$ cat src/rtl/ext_pipe.sv
// Buffered immediate-extension unit: extends an IN_W immediate per mode and queues
// results in a DEPTH-entry FIFO. Optional illegal-mode trap under EXT_ILLEGAL_TRAP_EN.
module ext_pipe #(
    parameter int IN_W     = 16,
    parameter int OUT_W    = 32,
    parameter int BR_SHIFT = 2,
    parameter int DEPTH    = 2,
    localparam int AW      = $clog2(DEPTH),
    localparam int CW      = AW + 1
) (
    input  logic             clk,
    input  logic             reset,
    input  logic             flush,
    input  logic             in_valid,
    output logic             in_ready,
    input  logic [IN_W-1:0]  imm,
    input  logic [2:0]       mode,
    output logic             out_valid,
    input  logic             out_ready,
    output logic [OUT_W-1:0] result,
`ifdef EXT_ILLEGAL_TRAP_EN
    output logic             illegal,
`endif
    output logic [CW-1:0]    count
);

    logic [OUT_W-1:0] sx, zx, br, up, ext;
    logic             ext_ill;
    logic             push, pop;

    logic [OUT_W-1:0] mem_q [DEPTH];
    logic [AW-1:0]    wr_ptr_q, wr_ptr_d;
    logic [AW-1:0]    rd_ptr_q, rd_ptr_d;
    logic [CW-1:0]    count_q, count_d;

    always_comb begin
        sx = {OUT_W{imm[IN_W-1]}};
        sx[IN_W-1:0] = imm;
        zx = '0;
        zx[IN_W-1:0] = imm;
        br = sx << BR_SHIFT;
        up = '0;
        up[OUT_W-1 -: IN_W] = imm;
        ext_ill = 1'b0;
        case (mode)
            3'd0:    ext = sx;
            3'd1:    ext = zx;
            3'd2:    ext = br;
            3'd3:    ext = up;
            default: begin
`ifdef EXT_ILLEGAL_TRAP_EN
                ext     = '0;
                ext_ill = 1'b1;
`else
                ext     = zx;
`endif
            end
        endcase
    end

    // Handshake readiness depends only on registered occupancy.
    assign in_ready  = (count_q != CW'(DEPTH));
    assign out_valid = (count_q != '0);
    assign push      = in_valid && in_ready;
    assign pop       = out_valid && out_ready;
    assign count     = count_q;
    assign result    = out_valid ? mem_q[rd_ptr_q] : '0;

    always_comb begin
        wr_ptr_d = wr_ptr_q;
        rd_ptr_d = rd_ptr_q;
        count_d  = count_q;
        if (flush) begin
            wr_ptr_d = '0;
            rd_ptr_d = '0;
            count_d  = '0;
        end else begin
            if (push) wr_ptr_d = wr_ptr_q + AW'(1);
            if (pop)  rd_ptr_d = rd_ptr_q + AW'(1);
            count_d = count_q + CW'(push) - CW'(pop);
        end
    end

    always_ff @(posedge clk or negedge reset) begin
        if (!reset) begin
            wr_ptr_q <= '0;
            rd_ptr_q <= '0;
            count_q  <= '0;
        end else begin
            wr_ptr_q <= wr_ptr_d;
            rd_ptr_q <= rd_ptr_d;
            count_q  <= count_d;
        end
    end

    // Storage is left uninitialised; result is masked while empty.
    always_ff @(posedge clk) begin
        if (push && !flush) mem_q[wr_ptr_q] <= ext;
    end

`ifdef EXT_ILLEGAL_TRAP_EN
    logic [DEPTH-1:0] stat_q;

    always_ff @(posedge clk or negedge reset) begin
        if (!reset) begin
            stat_q <= '0;
        end else if (flush) begin
            stat_q <= '0;
        end else if (push) begin
            stat_q[wr_ptr_q] <= ext_ill;
        end
    end

    assign illegal = out_valid && stat_q[rd_ptr_q];
`else
    logic unused_ill;
    assign unused_ill = ext_ill;
`endif

endmodule

$ cat config.mk
export PLATFORM = sky130hd
export DESIGN_NAME = ext_pipe
export DESIGN_NICKNAME = d
export VERILOG_FILES = /design/src/rtl/ext_pipe.sv
export SDC_FILE = /design/constraint.sdc
export NUM_CORES = 1
export LEC_CHECK = 0
export CORE_UTILIZATION = 40
export DETAILED_ROUTE_END_ITERATION = 7
export HOLD_SLACK_MARGIN = 0.1
export MAX_ROUTING_LAYER = met4
export PLACE_DENSITY = 0.64
export REMOVE_ABC_BUFFERS = 1
export SLEW_MARGIN = 20
export SYNTH_ARGS = -nofsm -noshare
export SYNTH_HDL_FRONTEND = slang
export SYNTH_SLANG_ARGS = --single-unit
$ cat constraint.sdc
create_clock -name clk -period 5.3 [get_ports clk]
set_input_delay 1.59 -clock clk [delete_from_list [all_inputs] [get_ports clk]]
set_output_delay 1.59 -clock clk [all_outputs]
set_load 0.01 [all_outputs]
==> results of run 1 <==
[cells by family after synthesis]
logic type	Yosys count
AOI/OAI and AO/OA	31
adders and majority gates	2
and+or+nand+nor	95
muxes	33
xor gates and xnor gates	2
buffers and inverters	19
DFF	68
[worst register-to-register path: cells and delay by family, from the launching register on]
| kind | cells | cell delay (ps) |
|---|---|---|
| AOI/OAI and AO/OA | 1 | 300 |
| buffers and inverters | 2 | 130 |
| DFF | 1 | 430 |
| and+or+nand+nor | 2 | 280 |
| xor gates and xnor gates | 1 | 150 |
| adders and majority gates | 2 | 460 |
[area by class of cell]
type                       count  area, um^2
fill                         638        3460
sequential                    68        2020
multi-input combinational    163        1020
timing repair buffer          63         621
clock buffer                  11         131
tap                           99         124
clock inverter                 4        17.5
inverter                       3        11.3
[routing by layer]
layer | track usage [%] | vias up | part of all wire, % | wire (um)
li1 | - | 994 | - | -
met1 | 20.8 | 950 | 47 | 2870
met2 | 25.6 | 51 | 47 | 2870
met3 | 4.38 | 10 | 4.6 | 281
met4 | 5.65 | 0 | 1.5 | 94
met5 | - | - | 0 | 0
[path summary, 6_finish.rpt]
path / startpoint / end / slack, ps / cells past startpoint
max: rd_ptr_q / result[30] / 1360 / 3
min: count[1] / count[1] / 640 / 2
max reg2reg: count[1] / count[1] / 3480 / 8
min reg2reg: count[1] / count[1] / 640 / 2
max in group asynchronous: reset / rd_ptr_q / 3680 / 1
min in group asynchronous: reset / count[1] / 1440 / 1
[cells in the final DEF, fill, tap and decap left out, drive strengths merged]
| cell type | count |
|---|---|
| buf | 4 |
| inv | 3 |
| o21ai | 15 |
| mux2 | 1 |
| ha | 2 |
| nor3 | 2 |
| nor2b | 4 |
| a211oi | 2 |
| clkdlybuf4s50 | 59 |
| and2 | 4 |
| clkinv | 4 |
| dfrtp | 4 |
| a21oi | 14 |
| clkbuf | 11 |
| xor2 | 2 |
| nor3b | 2 |
| edfxtp | 64 |
| mux2i | 32 |
| nand2b | 17 |
| nand2 | 30 |
| nor2 | 36 |
[registers in the layout, indices dropped and copies added (netlist names)]
name and flops:
rd_ptr_q 1, wr_ptr_q 1, count 2, mem_q 64
[power groups by stage]
stage / Sequential, uW / Clock (uW) / Combinational [uW]
CTS: 725 / 349 / 635
detailed placement: 736 / 0 / 631
global route: 734 / 377 / 679
finish: 723 / 345 / 620
global placement: 735 / 0 / 630
floorplan: 722 / 0 / 304
[per-stage QoR]
stage | hold slack, ps | cells
after floorplan | 611 | 234
after global routing | 701 | 411
after global placement | 626 | 396
final | 639 | 411
after CTS | 645 | 411
after detailed placement | 634 | 396
==> impl_metrics.py, run 1 <==
metrics = {
    "sta": {
        "tightestPinTransition_ps": 1020,
        "setup_ws_ps": 1360,
        "skew_ps": 9.97,
        "period_minus_slack_ps": 3940,
        "maxSlewViolCount": 0,
        "setup-violations-final": 0,
        "tns_ps": 0,
        "rsz0062_at_grt": "false",
        "max_freq_mhz": 254,
        "finalCritPeriodShare_pct": 74.3,
        "hold_viol_final": 0,
        "relSlewSlack_pct": 32.3,
    },
    "critical_path": {
        "slowest_stage": "dfrtp_2",
        "slowest_delay_ps": 1030,
        "worstPathRequired_ps": 3710,
        "end_kind": "output port",
        "start_kind": "register",
        "cp_top_family": "flip-flops",
        "critical_path_class": "reg -> out",
        "worstPathArrival_ps": 2350,
        "crit_fanout": 33,
        "crit_path_cell_trace": "mux2i_1 > nor2_1 > clkdlybuf4s50_1",
        "crit_buf_inv": 1,
    },
    "routing": {
        "drtAntennaViolNets": 0,
        "drt_iter0_markers": 146,
        "dr.pass1.iters": 4,
        "drt-total-wl_um": 6120,
        "wl_per_cell_um": 14.9,
        "num_vias": 2005,
        "via_per_inst": 4.88,
        "route.detailed.drc": 0,
    },
    "place": {
        "place_area_um2": 3790,
        "gp_congestion": 0.722,
        "dpl_worst_slack_ps": 1520,
        "numPortBuffers": 59,
        "dpl.hpwl_um": 3690,
    },
    "logic_synthesis": {
        "ys_seq_elements": 68,
        "synth.area.mux_share_pct": 10.6,
        "syn_inst": 250,
        "netlist.area_leader.share_pct": 61.3,
        "synth_compound_area_share_pct": 6.30,
        "yosysSeqAreaShare_pct": 64.5,
        "synth_fa_ha_area_share_pct": 0.798,
        "synth.most_common_cell": "edfxtp_1",
        "synth_xor_area_share_pct": 0.559,
        "synth_cell_types": 23,
        "synth-edff-count": 64,
        "synthSimpleGateAreaFrac_pct": 13.8,
        "synth_top_flop_cell": "edfxtp_1",
        "syn-cell-area_um2": 3140,
        "yosys-top-cells-area": "edfxtp_1 (61%), mux2i_1 (10%), nor2_1 (4.3%)",
        "syn_avg_cell_area_um2": 12.5,
        "synth_top_family_by_area": "simple AND/OR/NAND/NOR gates",
        "async_flop_share_pct": 5.88,
        "yosysWarnings": 0,
        "yosys-top-cells-count": "edfxtp_1 (64), nor2_1 (36), mux2i_1 (32), nand2_1 (30), nand2b_1 (17)",
        "synth_top_cell_by_area": "edfxtp_1",
    },
    "status": {
        "status": "finished, final reports clean",
    },
    "floorplan": {
        "boundaryPins": 60,
        "die_area_um2": 8200,
        "core_area_um2": 7410,
        "dieWidth_um": 90.5,
        "row_count": 31,
        "start_util_pct": 42.3,
        "die_h_um": 90.5,
    },
    "power_and_ir_drop": {
        "comb_power_share_pct": 36.7,
        "p_int_uw": 1160,
        "pwr-share-clk_pct": 20.4,
        "p_leak_uw": 0.00135,
        "switching_power_uw": 531,
        "power_density_nw_per_um2": 428,
        "power_frac_seq_pct": 42.8,
        "power.total_uw": 1690,
        "p_sw_share_pct": 31.5,
        "vdd_drop_max_mv": 0.178,
    },
    "run": {
        "cap_violations": 0,
    },
    "clocking": {
        "clock_latency_ps": 340,
        "cts_sinks": 68,
        "hold_buffers": 0,
        "clk_pin_slew_ps": 70,
        "postCtsSetupRepairBufs": 0,
        "cts_root_buffer": "clkbuf_8",
        "cts_buffer_depth": 2,
        "htreeDepth": 3,
        "cts_tree": "built",
        "numCtsBuffers": 9,
        "cts_resized": 0,
    },
    "global_route": {
        "grt_pass1_vias": 2042,
        "grt_usage_pct": 16.4,
        "antenna_found_initial": 0,
        "grt_first_pass_wirelength_um": 10100,
        "grt_max_degree": 34,
        "overflow": 0,
    },
    "layout": {
        "drive_gt1_share_pct": 9.94,
        "fin_area_um2": 3940,
        "syn2layout_area_growth_pct": 25.8,
        "finalNetCount": 334,
        "antenna_cells": 0,
        "post-route-util_pct": 53.2,
    },
    "worst_hold_path": {
        "hp-class": "reg -> reg",
    },
}
(Power assumes the default switching activity.)
==> run 2: changes to the inputs <==
--- a/config.mk
+++ b/config.mk
@@ -9,7 +9,7 @@
 export DETAILED_ROUTE_END_ITERATION = 7
 export HOLD_SLACK_MARGIN = 0.1
 export MAX_ROUTING_LAYER = met4
-export PLACE_DENSITY = 0.64
+export PLACE_DENSITY = 0.67
 export REMOVE_ABC_BUFFERS = 1
 export SLEW_MARGIN = 20
 export SYNTH_ARGS = -nofsm -noshare
==> constraint.sdc (replaced) <==
create_clock -name clk -period 3.6 [get_ports clk]
set_input_delay 1.08 -clock clk [delete_from_list [all_inputs] [get_ports clk]]
set_output_delay 1.08 -clock clk [all_outputs]
set_load 0.01 [all_outputs]
==> impl_metrics.py, run 2 (same netlist as run 1, synthesis figures left out) <==
metrics = {
    "critical_path": {
        "crit_fanout": 20,
        "crit_buf_inv": 2,
        "slowest_delay_ps": 650,
        "r2r_end": "count[1]",
        "worstPathRequired_ps": 2520,
        "timing.rr.start": "count[1]",
        "slowest_stage": "dfrtp_2",
        "cp_top_family": "buffers and inverters",
        "regToRegSetupSlack_ps": 1670,
        "r2r_cells": 8,
        "crit_path_cell_trace": "buf_12 > mux2i_1 > nor2_1 > clkdlybuf4s50_1",
        "crit_start": "rd_ptr_q",
        "critical_path_class": "reg -> out",
        "start_kind": "register",
        "end_kind": "output port",
        "worstPathArrival_ps": 2050,
    },
    "floorplan": {
        "core_area_um2": 7410,
        "die_area_um2": 8200,
        "boundaryPins": 60,
        "die_h_um": 90.5,
        "dieWidth_um": 90.5,
        "row_count": 31,
        "start_util_pct": 42.3,
    },
    "layout": {
        "final_cell_mix": "edfxtp_1 (64), clkdlybuf4s50_1 (59), nor2_1 (35)",
        "syn2layout_area_growth_pct": 29.8,
        "layout_commonest_cell": "edfxtp_1",
        "top_register": "mem_q",
        "finalNetCount": 337,
        "antenna_cells": 0,
        "largest_register_ffs": 64,
        "drive_gt1_share_pct": 12.3,
    },
    "clocking": {
        "htreeDepth": 3,
        "cts_buffer_depth": 2,
        "cts_tree": "built",
        "clock_latency_ps": 340,
        "numCtsBuffers": 9,
        "cts_root_buffer": "clkbuf_8",
        "clk_pin_slew_ps": 70,
        "cts_sinks": 68,
        "postCtsSetupRepairBufs": 0,
        "cts_resized": 0,
        "hold_buffers": 0,
    },
    "power_and_ir_drop": {
        "p_sw_share_pct": 29.6,
        "comb_power_share_pct": 35.5,
        "vdd_drop_max_mv": 0.257,
        "power_density_nw_per_um2": 675,
        "switching_power_uw": 811,
        "pwr-share-clk_pct": 27.2,
        "p_int_uw": 1930,
        "power_frac_seq_pct": 37.3,
        "p_leak_uw": 0.00140,
    },
    "worst_hold_path": {
        "hold_start": "count[1]",
        "hold_end": "count[1]",
        "holdPathStages": 2,
        "hp-class": "reg -> reg",
    },
    "place": {
        "dpl_worst_slack_ps": 798,
        "numPortBuffers": 59,
        "gp_congestion": 0.727,
        "dpl.hpwl_um": 3890,
    },
    "routing": {
        "drt-total-wl_um": 6190,
        "drtAntennaViolNets": 0,
        "num_vias": 2033,
        "route.detailed.drc": 0,
        "drt_iter0_markers": 137,
        "dr.pass1.iters": 4,
        "wl_per_cell_um": 14.9,
        "via_per_inst": 4.90,
    },
    "global_route": {
        "grt_first_pass_wirelength_um": 9880,
        "grt_max_degree": 34,
        "grt_pass1_vias": 2000,
        "grt_usage_pct": 16.5,
        "antenna_found_initial": 0,
        "overflow": 0,
    },
    "sta": {
        "rsz0062_at_grt": "false",
        "setup_ws_ps": 467,
        "hold-worst-slack_ps": 633,
        "relSlewSlack_pct": 60.0,
        "max_freq_mhz": 319,
        "skew_ps": 6.73,
        "tightestPinTransition_ps": 598,
        "maxSlewViolCount": 0,
        "hold_viol_final": 0,
        "finalCritPeriodShare_pct": 87.0,
        "setup-violations-final": 0,
        "period_minus_slack_ps": 3130,
    },
    "status": {
        "status": "finished, final reports clean",
    },
    "run": {
        "cap_violations": 0,
    },
}
[run 2: cell count changes in the layout (fill, tap and decap cells not counted)]
cell and change:
bufinv_16 +3, buf_12 +1, clkinvlp_4 +2, clkbuf_1 -2, clkinv_1 -2, buf_4 +2
[run 2: area by class of cell]
cell class,instances,area [um^2]
clock buffers,9,124
well taps,99,124
clock inverters,7,115
inverters,3,11.3
multi-input cells,163,1020
flip-flops and latches,68,2020
repair buffers,66,656
fillers,636,3340
[run 2: how the worst max path moves through the flow]
stage	to	cells after the start
floorplan	mem_q[1][0]	2
detailed placement	mem_q[0][23]	4
global placement	mem_q[1][23]	4
global route	result[12]	4
finish	result[12]	4
CTS	result[13]	4
[run 2: power by group through the flow]
| stage | registers, uW | logic (uW) | clock network (uW) |
|---|---|---|---|
| after floorplan | 1060 | 447 | 0 |
| after detailed placement | 1040 | 988 | 0 |
| after global routing | 1030 | 1050 | 798 |
| after global placement | 1040 | 977 | 0 |
| after CTS | 1020 | 993 | 758 |
| final | 1020 | 974 | 746 |
[run 2: per-stage QoR]
stage | cells | area, um^2 | setup TNS (ps) | total power, uW | util (%)
after floorplan | 234 | 3040 | -22380 | 1510 | -
after global placement | 399 | 3830 | 0 | 2010 | 51.7
after detailed placement | 399 | 3830 | 0 | 2030 | 51.7
after CTS | 415 | 4070 | 0 | 2780 | 54.9
after global routing | 415 | 4070 | 0 | 2880 | 54.9
final | 415 | 4070 | 0 | 2740 | 54.9
[run 2: worst reg2reg max path, cell delays in order (launching register included)]
cell and delay (ps):
dfrtp_1 430, o21ai_0 370, inv_1 100, ha_1 300
inv_1 40, ha_1 180, xor2_1 150, and2_1 160
nor3_1 130
[run 2: metal layers]
layer  wire length (um)  global-route usage (%)  vias to the layer above
li1                   -                       -                      999
met1               2820                    20.2                      963
met2               2970                    25.8                       62
met3                269                    3.11                        9
met4                133                    9.01                        0
met5                  0                       -                        -
